`config.mk`:
```
export PLATFORM = sky130hd
export DESIGN_NAME = axil_mem_bist_flat
export DESIGN_NICKNAME = d
export VERILOG_FILES = /design/src/rtl/axil_mem_bist_if.sv /design/src/rtl/axil_mem_bist.sv /design/src/flat_wrapper.sv
export SDC_FILE = /design/constraint.sdc
export NUM_CORES = 1
export LEC_CHECK = 0
export BUFFER_PORTS_ARGS = -buffer_cell sky130_fd_sc_hd__buf_4
export CAP_MARGIN = 20
export CELL_PAD_IN_SITES_DETAIL_PLACEMENT = 1
export CELL_PAD_IN_SITES_GLOBAL_PLACEMENT = 1
export CORE_ASPECT_RATIO = 1.75
export CORE_MARGIN = 2
export CORE_UTILIZATION = 37
export CTS_CLUSTER_DIAMETER = 200
export CTS_CLUSTER_SIZE = 20
export DETAILED_ROUTE_END_ITERATION = 16
export PLACE_DENSITY = 0.77
export SYNTH_ARGS = -nofsm -noshare
export SYNTH_HDL_FRONTEND = slang
export SYNTH_SLANG_ARGS = --single-unit
```
`constraint.sdc`:
```
create_clock -name clk_i -period 2.54 [get_ports clk_i]
set_input_delay 0.254 -clock clk_i [delete_from_list [all_inputs] [get_ports clk_i]]
set_output_delay 0.254 -clock clk_i [all_outputs]
set_load 0.05 [all_outputs]
```
`src/rtl/axil_mem_bist_if.sv`:
```
// AXI4-Lite bus bundle with master and slave views.
interface AXI_LITE #(
   parameter int unsigned AXI_ADDR_WIDTH = 32,
   parameter int unsigned AXI_DATA_WIDTH = 32
);
   logic [AXI_ADDR_WIDTH-1:0]   aw_addr;
   logic [2:0]                  aw_prot;
   logic                        aw_valid;
   logic                        aw_ready;
   logic [AXI_DATA_WIDTH-1:0]   w_data;
   logic [AXI_DATA_WIDTH/8-1:0] w_strb;
   logic                        w_valid;
   logic                        w_ready;
   logic [1:0]                  b_resp;
   logic                        b_valid;
   logic                        b_ready;
   logic [AXI_ADDR_WIDTH-1:0]   ar_addr;
   logic [2:0]                  ar_prot;
   logic                        ar_valid;
   logic                        ar_ready;
   logic [AXI_DATA_WIDTH-1:0]   r_data;
   logic [1:0]                  r_resp;
   logic                        r_valid;
   logic                        r_ready;

   modport Master (
      output aw_addr, aw_prot, aw_valid, input aw_ready,
      output w_data, w_strb, w_valid, input w_ready,
      input b_resp, b_valid, output b_ready,
      output ar_addr, ar_prot, ar_valid, input ar_ready,
      input r_data, r_resp, r_valid, output r_ready
   );

   modport Slave (
      input aw_addr, aw_prot, aw_valid, output aw_ready,
      input w_data, w_strb, w_valid, output w_ready,
      output b_resp, b_valid, input b_ready,
      input ar_addr, ar_prot, ar_valid, output ar_ready,
      output r_data, r_resp, r_valid, input r_ready
   );
endinterface

```
`src/rtl/axil_mem_bist.sv`:
```
// Memory BIST over AXI4-Lite: writes PATTERN^i to every word, then reads back
// and compares, counting errors and latching the first failing address.
module axil_mem_bist #(
   parameter logic [31:0] BASE_ADDR   = 32'h0000_0000,
   parameter logic [31:0] MEMORY_SIZE = 32'h0002_0000,
   parameter logic [31:0] PATTERN     = 32'hA5A5_5A5A
) (
   input  logic        clk_i,
   input  logic        rst_ni,
   input  logic        start_i,
   output logic        busy_o,
   output logic        done_o,
   output logic        pass_o,
   output logic [15:0] err_cnt_o,
   output logic [31:0] fail_addr_o,
   AXI_LITE.Master     master
);
   localparam logic [31:0] WORDS = MEMORY_SIZE >> 2;

   typedef enum logic [2:0] {
      IDLE    = 3'd0,
      WR_REQ  = 3'd1,
      WR_RESP = 3'd2,
      RD_REQ  = 3'd3,
      RD_RESP = 3'd4,
      DONE    = 3'd5
   } state_t;

   state_t      state_r;
   logic [31:0] idx_r;
   logic        busy_r, done_r, pass_r;
   logic [15:0] err_cnt_r;
   logic [31:0] fail_addr_r;
   logic        aw_valid_r, w_valid_r, b_ready_r, ar_valid_r, r_ready_r;
   logic [31:0] aw_addr_r, w_data_r, ar_addr_r;

   logic        last_s;
   logic        err_now_s;
   logic [31:0] nxt_idx_s, cur_addr_s, nxt_addr_s, exp_data_s;

   assign last_s     = (idx_r == (WORDS - 32'd1));
   assign nxt_idx_s  = idx_r + 32'd1;
   assign cur_addr_s = BASE_ADDR + {idx_r[29:0], 2'b00};
   assign nxt_addr_s = BASE_ADDR + {nxt_idx_s[29:0], 2'b00};
   assign exp_data_s = PATTERN ^ idx_r;

   // Flags a failing beat: non-OKAY response on either channel or read miscompare.
   always_comb begin
      err_now_s = 1'b0;
      case (state_r)
         WR_RESP: begin
            if (master.b_valid && b_ready_r) begin
               err_now_s = (master.b_resp != 2'b00);
            end else begin
               err_now_s = 1'b0;
            end
         end
         RD_RESP: begin
            if (master.r_valid && r_ready_r) begin
               err_now_s = (master.r_resp != 2'b00) || (master.r_data != exp_data_s);
            end else begin
               err_now_s = 1'b0;
            end
         end
         default: err_now_s = 1'b0;
      endcase
   end

   // Test sequencer; every status and AXI output is a register of this block.
   always_ff @(posedge clk_i or negedge rst_ni) begin
      if (!rst_ni) begin
         state_r     <= IDLE;
         idx_r       <= 32'd0;
         busy_r      <= 1'b0;
         done_r      <= 1'b0;
         pass_r      <= 1'b0;
         err_cnt_r   <= 16'd0;
         fail_addr_r <= 32'd0;
         aw_valid_r  <= 1'b0;
         w_valid_r   <= 1'b0;
         b_ready_r   <= 1'b0;
         ar_valid_r  <= 1'b0;
         r_ready_r   <= 1'b0;
         aw_addr_r   <= 32'd0;
         w_data_r    <= 32'd0;
         ar_addr_r   <= 32'd0;
      end else begin
         if (err_now_s) begin
            if (err_cnt_r != 16'hFFFF) begin
               err_cnt_r <= err_cnt_r + 16'd1;
            end
            if (err_cnt_r == 16'd0) begin
               fail_addr_r <= cur_addr_s;
            end
         end
         case (state_r)
            IDLE, DONE: begin
               if (start_i) begin
                  state_r     <= WR_REQ;
                  idx_r       <= 32'd0;
                  busy_r      <= 1'b1;
                  done_r      <= 1'b0;
                  pass_r      <= 1'b0;
                  err_cnt_r   <= 16'd0;
                  fail_addr_r <= 32'd0;
                  aw_valid_r  <= 1'b1;
                  w_valid_r   <= 1'b1;
                  aw_addr_r   <= BASE_ADDR;
                  w_data_r    <= PATTERN;
               end
            end
            WR_REQ: begin
               // Each channel drops on its own handshake; leave once both are done.
               if (master.aw_ready) begin
                  aw_valid_r <= 1'b0;
               end
               if (master.w_ready) begin
                  w_valid_r <= 1'b0;
               end
               if ((!aw_valid_r || master.aw_ready) && (!w_valid_r || master.w_ready)) begin
                  state_r   <= WR_RESP;
                  b_ready_r <= 1'b1;
               end
            end
            WR_RESP: begin
               if (master.b_valid) begin
                  b_ready_r <= 1'b0;
                  if (last_s) begin
                     idx_r      <= 32'd0;
                     state_r    <= RD_REQ;
                     ar_valid_r <= 1'b1;
                     ar_addr_r  <= BASE_ADDR;
                  end else begin
                     idx_r      <= nxt_idx_s;
                     state_r    <= WR_REQ;
                     aw_valid_r <= 1'b1;
                     w_valid_r  <= 1'b1;
                     aw_addr_r  <= nxt_addr_s;
                     w_data_r   <= PATTERN ^ nxt_idx_s;
                  end
               end
            end
            RD_REQ: begin
               if (master.ar_ready) begin
                  ar_valid_r <= 1'b0;
                  r_ready_r  <= 1'b1;
                  state_r    <= RD_RESP;
               end
            end
            RD_RESP: begin
               if (master.r_valid) begin
                  r_ready_r <= 1'b0;
                  if (last_s) begin
                     state_r <= DONE;
                     busy_r  <= 1'b0;
                     done_r  <= 1'b1;
                     pass_r  <= (err_cnt_r == 16'd0) && !err_now_s;
                  end else begin
                     idx_r      <= nxt_idx_s;
                     state_r    <= RD_REQ;
                     ar_valid_r <= 1'b1;
                     ar_addr_r  <= nxt_addr_s;
                  end
               end
            end
            default: state_r <= IDLE;
         endcase
      end
   end

   assign busy_o      = busy_r;
   assign done_o      = done_r;
   assign pass_o      = pass_r;
   assign err_cnt_o   = err_cnt_r;
   assign fail_addr_o = fail_addr_r;

   assign master.aw_addr  = aw_addr_r;
   assign master.aw_prot  = 3'b000;
   assign master.aw_valid = aw_valid_r;
   assign master.w_data   = w_data_r;
   assign master.w_strb   = 4'hF;
   assign master.w_valid  = w_valid_r;
   assign master.b_ready  = b_ready_r;
   assign master.ar_addr  = ar_addr_r;
   assign master.ar_prot  = 3'b000;
   assign master.ar_valid = ar_valid_r;
   assign master.r_ready  = r_ready_r;
endmodule

```
`src/flat_wrapper.sv`:
```
// flat-port wrapper written by rule: the top's interface ports become plain ports
module axil_mem_bist_flat 
#(
   parameter logic [31:0] BASE_ADDR   = 32'h0000_0000,
   parameter logic [31:0] MEMORY_SIZE = 32'h0002_0000,
   parameter logic [31:0] PATTERN     = 32'hA5A5_5A5A
)
  (clk_i, rst_ni, start_i, busy_o, done_o, pass_o, err_cnt_o, fail_addr_o, master_aw_addr, master_aw_prot, master_aw_valid, master_aw_ready, master_w_data, master_w_strb, master_w_valid, master_w_ready, master_b_resp, master_b_valid, master_b_ready, master_ar_addr, master_ar_prot, master_ar_valid, master_ar_ready, master_r_data, master_r_resp, master_r_valid, master_r_ready);
  AXI_LITE master_i ();
  input  logic clk_i;
  input  logic rst_ni;
  input  logic start_i;
  output logic busy_o;
  output logic done_o;
  output logic pass_o;
  output logic [15:0] err_cnt_o;
  output logic [31:0] fail_addr_o;
  output wire logic [$bits(master_i.aw_addr)-1:0] master_aw_addr;
  output wire logic [$bits(master_i.aw_prot)-1:0] master_aw_prot;
  output wire logic [$bits(master_i.aw_valid)-1:0] master_aw_valid;
  input wire logic [$bits(master_i.aw_ready)-1:0] master_aw_ready;
  output wire logic [$bits(master_i.w_data)-1:0] master_w_data;
  output wire logic [$bits(master_i.w_strb)-1:0] master_w_strb;
  output wire logic [$bits(master_i.w_valid)-1:0] master_w_valid;
  input wire logic [$bits(master_i.w_ready)-1:0] master_w_ready;
  input wire logic [$bits(master_i.b_resp)-1:0] master_b_resp;
  input wire logic [$bits(master_i.b_valid)-1:0] master_b_valid;
  output wire logic [$bits(master_i.b_ready)-1:0] master_b_ready;
  output wire logic [$bits(master_i.ar_addr)-1:0] master_ar_addr;
  output wire logic [$bits(master_i.ar_prot)-1:0] master_ar_prot;
  output wire logic [$bits(master_i.ar_valid)-1:0] master_ar_valid;
  input wire logic [$bits(master_i.ar_ready)-1:0] master_ar_ready;
  input wire logic [$bits(master_i.r_data)-1:0] master_r_data;
  input wire logic [$bits(master_i.r_resp)-1:0] master_r_resp;
  input wire logic [$bits(master_i.r_valid)-1:0] master_r_valid;
  output wire logic [$bits(master_i.r_ready)-1:0] master_r_ready;
  assign master_aw_addr = master_i.aw_addr;
  assign master_aw_prot = master_i.aw_prot;
  assign master_aw_valid = master_i.aw_valid;
  assign master_i.aw_ready = master_aw_ready;
  assign master_w_data = master_i.w_data;
  assign master_w_strb = master_i.w_strb;
  assign master_w_valid = master_i.w_valid;
  assign master_i.w_ready = master_w_ready;
  assign master_i.b_resp = master_b_resp;
  assign master_i.b_valid = master_b_valid;
  assign master_b_ready = master_i.b_ready;
  assign master_ar_addr = master_i.ar_addr;
  assign master_ar_prot = master_i.ar_prot;
  assign master_ar_valid = master_i.ar_valid;
  assign master_i.ar_ready = master_ar_ready;
  assign master_i.r_data = master_r_data;
  assign master_i.r_resp = master_r_resp;
  assign master_i.r_valid = master_r_valid;
  assign master_r_ready = master_i.r_ready;
  axil_mem_bist #(.BASE_ADDR(BASE_ADDR), .MEMORY_SIZE(MEMORY_SIZE), .PATTERN(PATTERN)) u_core (.clk_i(clk_i), .rst_ni(rst_ni), .start_i(start_i), .busy_o(busy_o), .done_o(done_o), .pass_o(pass_o), .err_cnt_o(err_cnt_o), .fail_addr_o(fail_addr_o), .master(master_i));
endmodule
```
After elaboration in Yosys (flattened, before gate mapping)
Index checks and enable logic that the tools add are counted. Widths: inputs -> output; s select.

Add/subtract/negate cells: 2. Bitwise gates (word level): 2. Equal/unequal tests: 19. Reductions and logical operators: 33. Multiplexer cells: 63.

Operators with widths (count): $mux 32 (17); $pmux 32 s2 (3); $pmux 32 s3 (1); $mux 16 (4); $add 32x1->32 const B (1); $eq 32x15->1 const B (1); $ne 32x32->1 (1); $not 16->16 (2); $reduce_and 5->1 (5); $mux 1 (21); $mux 3 (6); $add 16x1->16 const B (1); $logic_not 16->1 (1); $ne 16x16->1 const B (1); $ne 2x2->1 const B (8); $pmux 3 s5 (1); $reduce_bool 2->1 (7); $pmux 1 s2 (6); $pmux 1 s3 (3); $reduce_bool 3->1 (3); $reduce_and 4->1 (2); $eq 3x2->1 const B (2); $eq 3x3->1 const B (2); $ne 2x1->1 const B (3); 9 further kinds (17).

Register bits: 187. Input bits: 44. Output and inout port bits: 162. Logic and storage cells: 134.

Logic depth before layout (Yosys ltp)
Depth in word-level cells: 10. Depth in mapped cells: 10. Gate-level depth less buffers: 7.

Least setup slack after synthesis
No wires, ideal clock.

Path type: reg2reg. From: register u_core.idx_r[1]. To: register u_core.ar_addr_r[8], in the netlist u_core.master.ar_addr[8]. Arrival: 2.413 ns. Library setup time: 0.130 ns. Path slack: -0.003 ns. Cell stages (with the launch flop): 11. Period minus slack after synthesis: 2.543 ns. Data required time: 2.410 ns. Buffers on the path: 3. Cells stage by stage: dfrtp_1 -> ha_1 -> and3_1 -> nand4_1 -> or4_1 -> buf_6 -> mux2_4 -> buf_6 -> buf_6 -> nand2_1 -> o31ai_1.

Word-level cells in the longest chain between the ends: 4. Elaborated cells between the ends (all ways): 8. Those cells by class: 1 x add/sub; 3 x eq/ne; 3 x mux; 1 x reduce/logical.

Ends and longest elaborated chain: start, declared (RTL line axil_mem_bist.sv:30) `logic [31:0] idx_r;`; start signal, assigned (RTL line axil_mem_bist.sv:134) `idx_r <= nxt_idx_s;`; start signal, assigned (RTL line axil_mem_bist.sv:159) `idx_r <= nxt_idx_s;`; $add 32x1->32 (RTL line axil_mem_bist.sv:42) `assign nxt_idx_s = idx_r + 32'd1;`; $mux 32 (RTL line axil_mem_bist.sv:153) `if (last_s) begin`; $mux 32 (RTL line axil_mem_bist.sv:151) `if (master.r_valid) begin`; $pmux 32 s2 (RTL line axil_mem_bist.sv:96) `case (state_r)`; end signal, assigned (RTL line axil_mem_bist.sv:162) `ar_addr_r <= nxt_addr_s;`; end, declared (RTL line axil_mem_bist.sv:35) `logic [31:0] aw_addr_r, w_data_r, ar_addr_r;`.

Several ways; a longest one is shown, not always the timed one. The select of a mux whose other input is x is not followed. A chain may end at the register's enable or synchronous reset.

Worst setup path after layout
From: register u_core.idx_r[17]. To: register u_core.idx_r[14].

Word-level cells in the longest chain between the ends: 4. Elaborated cells between the ends (all ways): 6. Those cells by class: 2 x eq/ne; 3 x mux; 1 x reduce/logical.

Ends and longest elaborated chain: $eq 32x15->1 * (RTL line axil_mem_bist.sv:41) `assign last_s = (idx_r == (WORDS - 32'd1));`; $mux 32 (RTL line axil_mem_bist.sv:128) `if (last_s) begin`; $mux 32 (RTL line axil_mem_bist.sv:126) `if (master.b_valid) begin`; $pmux 32 s3 (RTL line axil_mem_bist.sv:96).

Every way passes the cells marked *; elsewhere a longest branch is shown, timed or not. The select of a mux whose other input is x is not followed.

==> reports/metrics.cfg <==
[setup_path]
critPathSlowestCell = or4_4
worstPathArrival_ns = 2.85
crit_path_end_kind = flip-flop
r2r_setup_slack_ns = 0.03
crit_end = u_core.idx_r[14]
worstSetupStartpoint = u_core.idx_r[17]
crit_fanout = 8
start_kind = flip-flop
path_class = flip-flop to flip-flop
crit_cells = 10
worstPathCellList = nor4_2 -> buf_4 -> nand2_2 -> or4_4 -> buf_6 -> o31ai_4 -> buf_12 -> clkbuf_16 -> o21ai_1 -> o31ai_1
crit_buf_inv = 4
worstRegToRegCells = 10
critPathRequiredTime_ns = 2.88
slowest_delay_ns = 0.58
rr_endpoint = u_core.idx_r[14]
worstReg2RegStart = u_core.idx_r[17]
cp_top_family = simple AND/OR/NAND/NOR gates

[finish]
drive_gt1_share_pct = 30.91
antennaDiodeCount = 0
fin_area_mm2 = 0.01145
fillers = 2682
synthToLayoutAreaGrowth_pct = 32.02
layout.nets = 1160
stdcell_count = 1430

[synthesis]
ys_async_sr_fraction_pct = 100.0
synth-seq-area-share_pct = 48.46
synth.avg_cell_area_um2 = 9.480
synth_flop_cell = dfrtp_1
yosysWarnings = 0
synth-seq-cells = 168
syn_inst = 915
synth_edf_count = 0
synth_area_mm2 = 0.008675
synthDistinctLibCells = 60

[placement]
placed_cells = 1390
dpl_worst_slack_ns = 0.03434
dpl-instance-area_mm2 = 0.01068
portBuffers = 191
hpwl_um = 23190
gp_congestion = 0.9363

[route]
drt_wl_total_um = 32230
ant_nets = 0
firstDrtPassIters = 5
vias = 8151
avgViaCountPerCell = 5.700
remaining_drc_errors = 0
drt_iter0_drc = 502
wire_per_inst_um = 22.54

[timing]
slew_headroom_pct = 51.38
worst_pin_slew_ns = 0.7227
fmax_ghz = 0.3985
min_period_ns = 2.509
rsz0062_at_grt = true
fin_crit_sh_pct = 98.79
fin_hold_ws_ns = 0.1084
skew_ns = 0.01117
finalHoldViolations = 0
setup_slack_ns = 0.03083
slew_viol_final = 0
setup_viol = 0
fin_tns_setup_ns = 0

[floorplan]
core_mm2 = 0.02315
die-area_mm2 = 0.02473
initial_core_util_pct = 37.48
die_y_um = 206.6
dieWidth_um = 119.7
pin_count = 206
rows = 74

[power_and_ir_drop]
p_leak_uw = 0.005260
switching_share_pct = 38.63
power_frac_seq_pct = 33.8
pwr-share-comb_pct = 35.8
ir_worst_vdd_mv = 0.4044
powerDensity_mw_per_mm2 = 756.8
clockPowerShare_pct = 30.4
power.internal_uw = 5318
p_sw_uw = 3348

[cts]
cts_buffers = 17
cts_tree = done
root_buffer = clkbuf_16
clock_path_buffers = 2
cts.sinks = 168
clock_latency_ns = 0.44
cts_max_level = 4
cts.clk_slew.worst_paths_ns = 0.07

[hold_path]
hold_path.class = input pin to flip-flop
min_path_cells = 3

[status]
status = finished clean

[global_routing]
grt_max_degree = 58
grt_use_total_pct = 25.50
grt_pass1_wl_um = 48250
grt_pass1_vias = 8563
overflow = 0
antenna_found_initial = 0

[flow_run]
drv_cap = 0

registers in the layout, summed over array words and instances, names as in the netlist:
signal and count:
u_core.master.w_data 32, u_core.state_r 3, u_core.master.aw_addr 15, u_core.idx_r 32, u_core.master.ar_valid 1, u_core.pass_o 1
u_core.done_o 1, u_core.err_cnt_o 16, u_core.busy_o 1, u_core.master.b_ready 1, u_core.master.aw_valid 1, u_core.fail_addr_o 32
u_core.master.ar_addr 30, u_core.master.r_ready 1, u_core.master.w_valid 1
cells by family (layout without fill, tap and decap cells):
group,after synthesis,in the layout,synth area share [%]
AOI/OAI and AO/OA,237,237,17.01
buffers and inverters,125,324,7.529
adders and majority gates,4,4,0.5482
other,2,14,0.08657
xor gates and xnor gates,62,62,6.260
DFF,168,168,48.46
muxes,13,13,1.558
and+or+nand+nor,304,304,18.55
per-layer routing:
layer / up-vias / wire length (µm) / global-route usage [%]
met5: - / 0 / 0
met4: 0 / 1136 / 10.71
met3: 67 / 1447 / 3.791
met2: 296 / 17340 / 47.41
met1: 4156 / 12310 / 28.94
li1: 3632 / - / -
power groups by stage:
stage | Sequential, µW | Combinational [µW] | Clock [µW]
floorplan | 3300 | 1370 | 0
global placement | 2980 | 2760 | 0
finish | 2930 | 3110 | 2630
CTS | 2930 | 2830 | 2670
global route | 2950 | 3290 | 2780
detailed placement | 2980 | 2800 | 0
metrics by stage:
step,total power (µW),utilization [%]
global route,9007,49.48
detailed placement,5785,46.16
global placement,5735,46.16
floorplan,4664,-
CTS,8424,48.72
finish,8667,49.48
cell type report:
cell class                 count  area (µm²)  area share, %
sequential                   168        4204          36.71
multi-input combinational    634        3966          34.63
timing repair buffer         279        2268          19.81
clock buffer                  18       439.2          3.835
tap                          304       380.4          3.321
clock inverter                14       145.1          1.267
inverter                      13       48.80         0.4261
cells in the mapped netlist (13+ instances only):
library cell  count  area, µm²
buf_2            18      90.09
o31ai_1          18      135.1
nand4_1          51      319.1
nor4_1           21      131.4
a21oi_1          47      235.2
nor2_1           34      127.6
clkbuf_1         56      210.2
buf_4            29      217.7
nand2_1          95      356.6
inv_1            13      48.80
o2bb2ai_1        14      122.6
xor2_1           26      227.7
o22a_1           14      122.6
o21ai_0          77      385.4
nand3_1          23      115.1
and3_1           22      137.6
dfrtp_1         168       4204
xnor2_1          36      315.3
o21ai_1          27      135.1
cells in the final DEF, fill, tap and decap left out, types with 4 or more instances in the layout:
master and count:
and3_1 22, xor2_1 26, dfrtp_1 168, o2bb2ai_1 14, buf_4 263, inv_1 13
a21o_1 4, nand4_1 51, a21oi_1 47, o21ai_2 4, inv_6 4, nand2_1 92
and4_1 6, nor2_1 34, clkbuf_16 19, xnor2_1 36, nand2b_1 4, o21ai_1 47
a31o_2 12, clkinv_2 5, or3_1 6, nand3_1 23, nor3_1 11, o21ai_0 54
buf_12 10, or4_1 4, mux2i_1 12, and2_1 7, o22a_1 14, nor2b_1 6
a31oi_1 4, conb_1 14, nor4_1 18, o31ai_1 15
how the worst min path moves through the flow:
stage	startpoint	endpoint	slack, ns
floorplan	rst_ni	u_core.busy_o	-0.04
global placement	rst_ni	u_core.err_cnt_o[11]	0.21
detailed placement	rst_ni	u_core.err_cnt_o[11]	0.21
CTS	master_ar_ready	u_core.state_r[2]	0.09
global route	master_ar_ready	u_core.state_r[2]	0.13
finish	master_ar_ready	u_core.state_r[2]	0.11
worst reg2reg max path, cell delays in order (launching register included):
cell and delay [ns]:
dfrtp_1 0.40, nor4_2 0.29, buf_4 0.17, nand2_2 0.05
or4_4 0.58, buf_6 0.16, o31ai_4 0.27, buf_12 0.17
clkbuf_16 0.16, o21ai_1 0.08, o31ai_1 0.07
repair_timing:
action,4_1_cts,5_1_grt
gates resized for setup,0,37
endpoints found under the hold margin,40,0
hold buffers,1,0
setup endpoints to repair,0,71
setup buffers,0,4
Note: power is estimated with default switching activity, not from simulation.
